===== src/rtl/hs_sink_synch_pkg.sv =====
// Shared types and limits for the sink end of the req/ack word crossing.
package hs_sink_synch_pkg;

  typedef enum logic [1:0] {IDLE, VALID, ACK} hs_sink_state_t;

  localparam int SNC_WID_MIN = 2;
  localparam int SNC_WID_MAX = 4;

  function automatic bit snc_wid_legal(input int wid);
    return (wid >= SNC_WID_MIN) && (wid <= SNC_WID_MAX);
  endfunction

endpackage


===== src/rtl/sink_req_synch.sv =====
// Single-bit multi-flop synchronizer into sink_clk; reset clears every stage.
module sink_req_synch
  import hs_sink_synch_pkg::*;
#(
  parameter int SNC_WID = 2
) (
  input  logic sink_clk,
  input  logic sink_rst,
  input  logic raw,
  output logic synced
);

  logic [SNC_WID-1:0] stage_reg;

  // Stage 0 is the only flop that ever looks at the asynchronous input.
  always_ff @(posedge sink_clk or posedge sink_rst) begin
    if (sink_rst) begin
      stage_reg <= '0;
    end else begin
      stage_reg <= {stage_reg[SNC_WID-2:0], raw};
    end
  end

  assign synced = stage_reg[SNC_WID-1];

endmodule


===== src/rtl/hs_sink_synch.sv =====
// Sink side of a 4-phase req/ack handshake: synchronizes source_req, captures
// the source-held word and hands it to sink logic over valid/ready.
module hs_sink_synch
  import hs_sink_synch_pkg::*;
#(
  parameter int DAT_WID = 8,
  parameter int SNC_WID = 2
) (
  input  logic               sink_clk,
  input  logic               sink_rst,
  input  logic               source_req,
  input  logic [DAT_WID-1:0] source_dat,
  output logic               sink_ack,
  output logic               sink_vld,
  input  logic               sink_rdy,
  output logic [DAT_WID-1:0] sink_dat,
  output logic               sink_busy,
  output logic               sink_err
);

  if (!snc_wid_legal(SNC_WID)) begin : g_bad_snc_wid
    $error("hs_sink_synch: SNC_WID=%0d outside %0d..%0d", SNC_WID, SNC_WID_MIN, SNC_WID_MAX);
  end

  logic               req_s;
  logic               req_prev_reg;
  hs_sink_state_t     state_reg;
  hs_sink_state_t     state_next;
  logic               vld_reg;
  logic               ack_reg;
  logic [DAT_WID-1:0] dat_reg;
  logic               err_reg;

  sink_req_synch #(
    .SNC_WID (SNC_WID)
  ) u_req_synch (
    .sink_clk (sink_clk),
    .sink_rst (sink_rst),
    .raw      (source_req),
    .synced   (req_s)
  );

  always_comb begin
    state_next = state_reg;
    case (state_reg)
      IDLE:    if (req_s)    state_next = VALID;
      VALID:   if (sink_rdy) state_next = ACK;
      ACK:     if (!req_s)   state_next = IDLE;
      default:               state_next = IDLE;
    endcase
  end

  // vld/ack come from flops loaded with the next-state decode so the
  // source domain never sees a combinational glitch on sink_ack.
  always_ff @(posedge sink_clk or posedge sink_rst) begin
    if (sink_rst) begin
      state_reg    <= IDLE;
      vld_reg      <= 1'b0;
      ack_reg      <= 1'b0;
      dat_reg      <= '0;
      err_reg      <= 1'b0;
      req_prev_reg <= 1'b0;
    end else begin
      state_reg    <= state_next;
      vld_reg      <= (state_next == VALID);
      ack_reg      <= (state_next == ACK);
      req_prev_reg <= req_s;
      // source_dat has been stable for the whole synchronizer delay here.
      if (state_reg == IDLE && req_s) begin
        dat_reg <= source_dat;
      end
      // A falling req_s during VALID means the source withdrew before ack.
      err_reg <= (state_reg == VALID) && req_prev_reg && !req_s;
    end
  end

  assign sink_vld  = vld_reg;
  assign sink_ack  = ack_reg;
  assign sink_dat  = dat_reg;
  assign sink_err  = err_reg;
  assign sink_busy = (state_reg != IDLE);

endmodule


===== config.mk =====
export PLATFORM = sky130hd
export DESIGN_NAME = hs_sink_synch
export DESIGN_NICKNAME = d
export VERILOG_FILES = /design/src/rtl/hs_sink_synch_pkg.sv /design/src/rtl/sink_req_synch.sv /design/src/rtl/hs_sink_synch.sv
export SDC_FILE = /design/constraint.sdc
export NUM_CORES = 1
export LEC_CHECK = 0
export CAP_MARGIN = 10
export CORE_MARGIN = 4
export CORE_UTILIZATION = 42
export CTS_BUF_LIST = sky130_fd_sc_hd__clkbuf_4
export DETAILED_ROUTE_END_ITERATION = 10
export HOLD_SLACK_MARGIN = 0.1
export PLACE_DENSITY = 0.79
export SYNTH_ARGS = -nofsm -noshare
export SYNTH_HDL_FRONTEND = slang
export SYNTH_HIERARCHICAL = 1
export SYNTH_SLANG_ARGS = --single-unit

===== constraint.sdc =====
create_clock -name sink_clk -period 1.8 [get_ports sink_clk]
set_input_delay 0.36 -clock sink_clk [delete_from_list [all_inputs] [get_ports sink_clk]]
set_output_delay 0.36 -clock sink_clk [all_outputs]
set_load 0.01 [all_outputs]

# Word level (Yosys, flattened, before mapping)
# Index checks and enable logic that the tools add are counted.
[word_totals] input_bits=12 reg_bits=16
[classes] reduce_logical=6 muxes=4 eq_ne=4
[ops] cell="2-bit two-way mux" count=3
[ops] cell="2-bit case mux with 3 select lines" count=1
[ops] cell="2-bit by 1-bit equality test with 1-bit output (second input constant)" count=2
[ops] cell="2-bit equality test (second input constant)" count=2
[ops] cell="1-bit logical AND" count=3
[ops] cell="2-bit zero test" count=1
[ops] cell="2-bit nonzero test" count=1
[ops] cell="1-bit zero test" count=1

# Logic depth before layout (Yosys ltp)
[logic_depth] ltp_word=3 mapped_depth=3

# Cells and area by module
# The synthesis kept the hierarchy.
[by_module_without_submodules] mod="hs_sink_synch" seq_area_each_um2=350.3 n_inst=1 cells_each=35 area_each_um2=529.3
[by_module_without_submodules] mod="sink_req_synch" seq_area_each_um2=50.0 n_inst=1 cells_each=3 area_each_um2=53.8

# Worst setup path before layout
# OpenSTA, ideal clock, no wires.
[synth_path] path_type="reg-to-reg" start="reg state_reg[1]" end="reg dat_reg[0], in the netlist sink_dat[0]" t_arrival_ps=1202 path_stages_with_launch=4 t_required_ps=1675 period_less_slack_ps=1327 slack_ps=473 path_cell_list="dfrtp_1 buf_2 nor3b_4 mux2_2"
[synth_via] elab_chain_len=2
[synth_rtl] element="start, declared" line_no="hs_sink_synch.sv:27" rtl="hs_sink_state_t state_reg;"
[synth_rtl] element="start signal, assigned" line_no="hs_sink_synch.sv:64" rtl="state_reg <= state_next;"
[synth_rtl] element="2-bit zero test" line_no="hs_sink_synch.sv:69" rtl="if (state_reg == IDLE && req_s) begin"
[synth_rtl] element="1-bit logical AND" line_no="hs_sink_synch.sv:69"
[synth_rtl] element="end signal, assigned" line_no="hs_sink_synch.sv:70" rtl="dat_reg <= source_dat;"
[synth_rtl] element="end, declared" line_no="hs_sink_synch.sv:31" rtl="logic [DAT_WID-1:0] dat_reg;"
# Every way passes these cells.
# A chain may end at the register's enable or synchronous reset.

# Worst setup path in the final report
[layout_path] start="reg dat_reg[3], in the netlist sink_dat[3]" end="out sink_dat[3]"
[layout_lines] element="end, declared" line_no="hs_sink_synch.sv:16" rtl="output logic [DAT_WID-1:0] sink_dat,"
# No word-level cell between the ends.

==> results.cfg <==
[critical_path]
crit_slowest_cell = clkdlybuf4s50_1
path_delay_family = buffers and inverters
cp.arrival_ns = 1.18
crit_chain = clkdlybuf4s50_1
path_class = reg2out
r2r-start = state_reg[1]$_DFF_PP0_
cp-end-kind = output port
start_kind = flip-flop
cpPeakStageDelay_ns = 0.56
required_ns = 1.44
worstPathMaxFanout = 2
worst-path-buf-inv = 1
crit_start = sink_dat[3]$_DFFE_PP0P_

[die]
die_y_um = 45.3
die_w_um = 45.3
initial_core_util_pct = 44.8
dieArea_um2 = 2050
coreArea_um2 = 1300
placementRows = 13
pin_count = 24

[power]
leakagePower_nw = 0.377
power_density_nw_per_um2 = 1590
irDropWorstVdd_uv = 712

[sta]
rsz0062_at_grt = false
finClkSkew_ns = 0.00115
min_period_ns = 1.54
fin_tns_setup_ns = 0
hold_ws_ns = 0.273
timing.fmax_mhz = 649
tightest_slew_ns = 0.512
final_hold_viol_count = 0
final_max_slew_viol_count = 0
setup_viol_count_final = 0
max_slew_margin_pct = 65.9
period_share_pct = 85.6

[synthesis]
synth_top_family_by_area = multiplexers
synth-async-reset-ratio_pct = 100
synth_top_cell_by_area = dfrtp_1
synth-compound-area-share_pct = 4.29
netlist_top_cells_count = 16 x dfrtp_1, 5 x mux2_2, 3 x mux2_1
syn_area_um2 = 583
yosysUniqueCellTypes = 13
synthCells = 38
syn_avg_cell_area_um2 = 15.3
yosysMostFrequentCell = dfrtp_1
synth_top_area_share_pct = 68.7
synth_edf_count = 0
synth_ff_type = dfrtp_1
yosys.area_share.simple_pct = 8.58
synth_warnings = 6
synth.yosys.seq_area_share_pct = 68.7
synth-seq-cells = 16
syn_nets = 50
synth_area_leaders = dfrtp_1 69%, mux2_2 9.7%, mux2_1 5.8%
synthAdderAreaFrac_pct = 0
synth_mux_area_share_pct = 15.5
synthXorXnorAreaFrac_pct = 0

[detailed_routing]
drtAntennaViolNets = 0
drt-initial-drc-count = 0
vias = 400
wl_per_cell_um = 14.1
wirelength_um = 1110
vias_per_cell = 5.06
drc_errors = 0
drtPass1Iterations = 1

[outcome]
status = finished, final reports clean

[clocking]
cts_hold_buf = 0
cts_root_buf = clkbuf_4
cts_made_buffers = 3
clkSinkCount = 16
cts_tree = built
clk_path_buf_depth = 2
h-tree-depth = 1
clock_latency_ns = 0.27
clk_pin_slew_worst_paths_ns = 0.08

[finish]
area_delta_synth_final_pct = 47.9
fin_area_um2 = 862
antenna_cells = 0
layout.nets = 78
drive_gt1_share_pct = 18.8
largest_reg_flops = 8

[global_routing]
grt_start_max_net_pins = 15
antenna_found_initial = 0
grt_pass1_wl_um = 1960
track_usage_pct = 13.6
gr-total-overflow = 0
grt_pass1_vias = 473

[placement]
dp_hpwl_um = 925
gp_congestion = 0.648
portBuffers = 23
placed_area_um2 = 837

[min_path]
min_path_type = in2async

[job]
maxCapViolations = 0
[path summary, 6_finish.rpt]
kind | slack, ns | cells past startpoint | to
min | 0.27 | 2 | u_req_synch/stage_reg[1]$_DFF_PP0_
min in group sink_clk | 0.36 | 0 | u_req_synch/stage_reg[1]$_DFF_PP0_
max reg2reg | 0.34 | 3 | sink_dat[3]$_DFFE_PP0P_
min reg2reg | 0.36 | 0 | u_req_synch/stage_reg[1]$_DFF_PP0_
max in group asynchronous | 1.00 | 2 | sink_dat[0]$_DFFE_PP0P_
max | 0.26 | 1 | sink_dat[3]
[report_power, final]
part	switching (mW)	total [mW]	internal, mW
registers	0.0627	0.564	0.501
logic	0.251	0.638	0.386
clock network	0.0950	0.172	0.0773
total	0.409	1.37	0.965
[metrics by stage]
step	setup WS (ns)	power [mW]	std cells	util [%]
6_report	0.258	1.37	79	66.3
4_1_cts	0.00585	1.40	79	66.1
2_1_floorplan	0.473	0.862	38	-
3_3_place_gp	0.333	1.19	76	64.3
3_5_place_dp	0.312	1.23	76	64.3
5_1_grt	0.194	1.47	79	66.3
[area by class of cell]
class	instances	area, um^2
well taps	15	18.8
fillers	112	439
multi-input cells	18	165
inverters	2	7.51
flip-flops and latches	16	400
repair buffers	25	248
clock buffers	3	22.5
[placed cells by master (no fill, tap or decap)]
cell              n
inv_1             2
o21ai_0           2
nor2_1            1
mux2_1            3
dfrtp_1          16
nor4bb_1          1
dlymetal6s2s_1    1
nand3b_1          1
nor3b_4           1
clkbuf_4          3
clkdlybuf4s50_1  22
nand2_1           1
a211oi_1          2
or2_2             1
buf_4             2
mux2_2            5
[per-layer routing]
layer / vias to the layer above / share of wire, % / track usage, %
li1: 184 / - / -
met1: 200 / 37 / 13.3
met2: 16 / 53 / 25.1
met3: 0 / 9.5 / 5.58
met4: 0 / 0 / 5.26
met5: - / 0 / 0
[timing repair]
item,in CTS,in global routing
endpoints found under the setup margin,0,1
setup buffers,0,0
resized for setup,0,1
[kinds of logic (layout without fill, tap and decap cells)]
family | count (synthesis) | count (layout)
buf+inv | 4 | 30
compound gates | 4 | 4
simple gates | 6 | 6
flops | 16 | 16
mux | 8 | 8
(Power assumes the default switching activity.)
